[config.mk]
export PLATFORM = sky130hd
export DESIGN_NAME = ws2812_frame_sequencer
export DESIGN_NICKNAME = d
export VERILOG_FILES = /design/src/rtl/ws2812_frame_sequencer.sv
export SDC_FILE = /design/constraint.sdc
export NUM_CORES = 1
export LEC_CHECK = 0
export ABC_AREA = 1
export CAP_MARGIN = 20
export CORE_MARGIN = 1
export CORE_UTILIZATION = 35
export DETAILED_ROUTE_END_ITERATION = 16
export DONT_BUFFER_PORTS = 1
export HOLD_SLACK_MARGIN = 0.02
export SYNTH_ARGS = -nofsm -noshare
export SYNTH_HDL_FRONTEND = slang
export SYNTH_SLANG_ARGS = --single-unit
[constraint.sdc]
create_clock -name Clock -period 1.9 [get_ports Clock]
set_input_delay 0.095 -clock Clock [delete_from_list [all_inputs] [get_ports Clock]]
set_output_delay 0.095 -clock Clock [all_outputs]
set_load 0.005 [all_outputs]
[src/rtl/ws2812_frame_sequencer.sv]
// ws2812_frame_sequencer
// Frame-level controller in front of the WS2812 single-wire bit transmitter.
// A frame request fetches Num_Leds 24-bit GRB words from a pixel buffer and
// feeds them MSB-first, one bit per transmitter handshake. After the last bit
// it requests the reset/latch period, then releases the transmitter and
// pulses Frame_Done.
//
// Ports:
//   Clock, cRst_n          system clock, asynchronous active-low reset
//   Frame_Start, Num_Leds  frame request and LED count (sampled from IDLE only)
//   Busy, Frame_Done       status: busy outside IDLE, one-cycle completion pulse
//   Pix_Rd, Pix_Addr       pixel read strobe and index
//   Pix_Data               read data, valid one cycle after Pix_Rd
//   Begin_Tran_Flag, DI, RGB_Data_Rst_Req   registered controls to transmitter
//   OneBit_Tram_Ok         transmitter re-entered bit check (sample point)
//   RGB_Data_Rst_Tram_Ok   transmitter finished the reset/latch period
module ws2812_frame_sequencer #(
  parameter int LED_AW = 8,
  parameter int PIX_W  = 24
) (
  input  logic              Clock,
  input  logic              cRst_n,
  input  logic              Frame_Start,
  input  logic [LED_AW-1:0] Num_Leds,
  output logic              Busy,
  output logic              Frame_Done,
  output logic              Pix_Rd,
  output logic [LED_AW-1:0] Pix_Addr,
  input  logic [PIX_W-1:0]  Pix_Data,
  output logic              Begin_Tran_Flag,
  output logic              DI,
  output logic              RGB_Data_Rst_Req,
  input  logic              OneBit_Tram_Ok,
  input  logic              RGB_Data_Rst_Tram_Ok
);

  localparam int BCW = $clog2(PIX_W);

  typedef enum logic [2:0] {
    S_IDLE, S_FETCH, S_CAPT, S_ARM, S_FIRST, S_SHIFT, S_LATCH, S_DONE
  } state_t;

  state_t            state, state_nxt;
  logic [PIX_W-1:0]  shift_reg;
  logic [PIX_W-1:0]  next_word;
  logic [BCW-1:0]    bit_cnt;
  logic [LED_AW-1:0] pixels_left;
  logic [LED_AW-1:0] pix_addr;
  logic              pf_rd;
  logic              pf_cap;
  logic              rst_req;
  logic              begin_flag;
  logic              accept;
  logic              advance;

  assign accept  = (state == S_IDLE) && Frame_Start;
  // Sample events: the first bit check (FIRST) and every OneBit_Tram_Ok in
  // SHIFT. Once the latch request is out, further handshakes are not bits.
  assign advance = (state == S_FIRST) ||
                   ((state == S_SHIFT) && OneBit_Tram_Ok && !rst_req);

  always_ff @(posedge Clock or negedge cRst_n) begin
    if (!cRst_n) state <= S_IDLE;
    else         state <= state_nxt;
  end

  always_comb begin
    state_nxt = state;
    unique case (state)
      S_IDLE:  if (Frame_Start) state_nxt = (Num_Leds == '0) ? S_ARM : S_FETCH;
      S_FETCH: state_nxt = S_CAPT;
      S_CAPT:  state_nxt = S_ARM;
      S_ARM:   state_nxt = S_FIRST;
      S_FIRST: state_nxt = S_SHIFT;
      S_SHIFT: if (rst_req) state_nxt = S_LATCH;
      S_LATCH: if (RGB_Data_Rst_Tram_Ok) state_nxt = S_DONE;
      S_DONE:  state_nxt = S_IDLE;
      default: state_nxt = S_IDLE;
    endcase
  end

  always_comb begin
    Busy             = (state != S_IDLE);
    Frame_Done       = (state == S_DONE);
    Pix_Rd           = (state == S_FETCH) || pf_rd;
    Pix_Addr         = pix_addr;
    DI               = shift_reg[PIX_W-1];
    RGB_Data_Rst_Req = rst_req;
    Begin_Tran_Flag  = begin_flag;
  end

  // DI is the MSB of the shift register, so clearing the register after the
  // last bit is what returns DI to 0.
  always_ff @(posedge Clock or negedge cRst_n) begin
    if (!cRst_n) begin
      shift_reg   <= '0;
      next_word   <= '0;
      bit_cnt     <= '0;
      pixels_left <= '0;
      pix_addr    <= '0;
      pf_rd       <= 1'b0;
      pf_cap      <= 1'b0;
      rst_req     <= 1'b0;
      begin_flag  <= 1'b0;
    end else begin
      pf_rd  <= 1'b0;
      pf_cap <= pf_rd;
      if (pf_cap) next_word <= Pix_Data;

      if (accept) begin
        pixels_left <= Num_Leds;
        pix_addr    <= '0;
        shift_reg   <= '0;
        bit_cnt     <= '0;
        rst_req     <= (Num_Leds == '0);
      end

      if (state == S_CAPT) begin
        shift_reg   <= Pix_Data;
        bit_cnt     <= BCW'(PIX_W - 1);
        pixels_left <= pixels_left - LED_AW'(1);
        if (pixels_left > LED_AW'(1)) begin
          pf_rd    <= 1'b1;
          pix_addr <= pix_addr + LED_AW'(1);
        end
      end

      if (advance) begin
        if (bit_cnt != '0) begin
          shift_reg <= {shift_reg[PIX_W-2:0], 1'b0};
          bit_cnt   <= bit_cnt - BCW'(1);
        end else if (pixels_left != '0) begin
          // Underflow just reuses whatever the prefetch register holds.
          shift_reg   <= next_word;
          bit_cnt     <= BCW'(PIX_W - 1);
          pixels_left <= pixels_left - LED_AW'(1);
          if (pixels_left > LED_AW'(1)) begin
            pf_rd    <= 1'b1;
            pix_addr <= pix_addr + LED_AW'(1);
          end
        end else begin
          shift_reg <= '0;
          rst_req   <= 1'b1;
        end
      end

      if (state_nxt == S_ARM && state != S_ARM) begin_flag <= 1'b1;

      if (state == S_LATCH && RGB_Data_Rst_Tram_Ok) begin
        begin_flag <= 1'b0;
        rst_req    <= 1'b0;
      end
    end
  end

endmodule

==> run summary <==
FMAX: 567 MHz
Total CTS buffers: 9
# DRC: 0
Clk pin slew, worst setup/hold paths: 60 ps
P per Cell Area: 1660 nW/um2
Per-cell routed wire length: 13.9 um
Placed Cells: 609
Die height: 109 um
Worst Path Required: 2130 ps
CP Capture Type: flop
Status: finished clean
Finished Layout Cells: 659
ANT nets after route: 0
Ratio of cells with drive above 1 in the final layout: 0.166
Delay-heaviest family, CP: simple AND/OR/NAND/NOR gates
Post-synth ARST share: 1.00
Top post-synthesis cells by count: nand2_1 (151), dfrtp_1 (76), nand3_1 (72)
Die area: 11,900 um2
Final Hold Slack: 24.1 ps
Crit path max fanout: 25
Drt pass-1 iters: 4
Number of synthesized flops with an enable pin: 0
Worst skew pair latency: 330 ps
Starting Density: 0.364
Netlist Area Pre-Place: 4020 um2
Initial antenna violation count: 0
Startpoint type of the worst setup path: flop
Synth area leader: dfrtp_1
Leak Pwr: 0.00229 uW
Pin count of the biggest net entering global routing: 77
Crit-path max cell delay: 380 ps
Area Overhead vs Synth: 21.0%
R2r startpoint: bit_cnt[0]$_DFF_PN0_
Hold crit path type: input pin to flop
I/O Buffers: 0
R2r endpoint: pixels_left[0]$_DFF_PN0_
Worst path buffer plus inverter count: 4
# diodes: 0
First-pass GRT wire length: 15,600 um
GRT Util Overall: 0.167
Cells along the critical path: inv_1 -> ha_1 -> nand3_2 -> buf_4 -> inv_2 -> nand3_2 -> nand2_4 -> nand2_1 -> nand2_1 -> inv_1
Final GP Congestion: 0.810
Die X: 109 um
Tightest Pin Transition: 547 ps
Overflow after GRT: 0
Count of final hold-check violations: 0
Crit path kind: flop to flop
Critical Path Start: bit_cnt[0]$_DFF_PN0_
Tcrit/Tclk final: 0.928
Iteration-0 DRC Markers: 166
Row count: 38
Setup violations, final: 0
Area after DPL: 4200 um2
Ranking of synthesized cells by area: dfrtp_1 (47%), nand2_1 (14%), nand3_1 (9.0%)
Distinct cell type count after synthesis: 31
Seq/Total Area, Yosys: 0.473
Syn Area/Cell: 8.50 um2
Fill count: 1,078
Core area: 11,000 um2
R2R Setup Slk: 140 ps
Clk_skew: 5.80 ps
Most frequent cell after synthesis: nand2_1
Critical Path Stages: 10
Via density: 5.03
Slowest-stage cell, CP: dfrtp_1
Mapped Nets: 514
Worst path arrival time: 1990 ps
Synth warnings: 0
# IOs: 51
CTS Buffer Depth: 2
Max-slew violation count: 0
Clock sinks: 76
Vias in the first global route: 3,334
Slew margin rel.: 0.634
Final instance area: 4860 um2
Worst Setup EP: pixels_left[0]$_DFF_PN0_
Worst Reg-to-Reg Cells: 10
Top_reg_cell synth: dfrtp_1
Clk Tree Root Cell: clkbuf_16
Maximum VDD drop: 0.614 mV
Final min period: 1760 ps
Htree depth: 3
DR vias: 3,318
Final layout net count: 556
Post-DP HPWL: 5850 um
CTS tree: done
MaxCap Viol Count: 0
Post-Route WL: 9150 um
Cells after Synth: 473
Top cell type's share of synthesized area: 0.473
Yosys reg bits: 76
==> where the power goes <==
group	internal (uW)	switching, uW	total [uW]
clock	1010	679	1690
sequential	2360	463	2830
combinational	1510	2030	3540
total	4880	3180	8050
==> logic make-up after synthesis <==
| group | Yosys count | share of synthesized area |
|---|---|---|
| buf+inv | 51 | 0.0607 |
| simple gates | 278 | 0.318 |
| xor+xnor | 12 | 0.0262 |
| compound gates | 28 | 0.0427 |
| mux | 24 | 0.0672 |
| fa+ha+maj | 4 | 0.0125 |
| flops | 76 | 0.473 |
==> tightest hold or removal path: stages <==
cell	delay, ps
nand2_1	60
nand2_1	50
nand3_1	70
nand2_1	50
==> cells in the final DEF (no fill, tap or decap), types with 3 or more instances in the layout <==
master | synthesis | routed
nor2_4 | 4 | 5
xor2_1 | 11 | 11
o21ai_2 | 3 | 3
clkbuf_16 | 0 | 9
clkinvlp_4 | 0 | 3
nand4_1 | 21 | 21
ha_1 | 4 | 4
dfrtp_1 | 76 | 76
nand3_1 | 72 | 72
nand2_2 | 3 | 3
dlygate4sd3_1 | 0 | 29
a21oi_1 | 3 | 3
nand3_2 | 3 | 3
inv_2 | 5 | 5
buf_4 | 3 | 21
o21ai_0 | 14 | 14
inv_1 | 25 | 25
mux2_2 | 24 | 24
nand2_1 | 151 | 150
o211ai_1 | 3 | 3
nor2_1 | 16 | 16
==> per-layer routing <==
layer  up-vias  GRT usage  wire (um)
met3        14     0.0371        299
met2        42      0.265       4380
met4         0     0.0656        165
met5         -          0          0
li1       1646          -          -
met1      1616      0.222       4310
==> cell type report <==
class | instances | area, um2 | share of cell area
Clock buffer | 9 | 225 | 0.0463
Sequential cell | 76 | 1900 | 0.391
Multi-Input combinational cell | 346 | 1890 | 0.388
Timing Repair Buffer | 52 | 495 | 0.102
Clock inverter | 6 | 66.3 | 0.0136
Inverter | 30 | 113 | 0.0232
Tap cell | 140 | 175 | 0.0360
==> timing repair <==
item	in CTS	in global routing
hold buffers	30	0
pin swaps	0	1
endpoints found under the setup margin	14	14
endpoints found under the hold margin	128	0
resized for setup	1	2
buffers inserted	0	5
==> worst min-delay path by stage <==
stage	end	cells past startpoint	startpoint	slack [ps]
finish	pixels_left[5]$_DFF_PN0_	4	Num_Leds[5]	20
global route	pixels_left[1]$_DFF_PN0_	2	Num_Leds[1]	40
CTS	pixels_left[5]$_DFF_PN0_	4	Num_Leds[5]	20
detailed placement	Pix_Addr[5]$_DFF_PN0_	0	cRst_n	-200
global placement	Pix_Addr[3]$_DFF_PN0_	0	cRst_n	-200
floorplan	Begin_Tran_Flag$_DFFE_PN0P_	0	cRst_n	-200
==> stage by stage <==
stage	power, uW	setup slack, ps	util	TNS [ps]
final	8050	138	0.441	0
after global routing	8710	-7.19	0.441	-7.19
after CTS	8070	88.4	0.437	0
after detailed placement	6230	-43.4	0.381	-282
after global placement	6150	10.5	0.381	0
after floorplan	5470	385	-	0
Note: power is estimated with default switching activity, not from simulation.
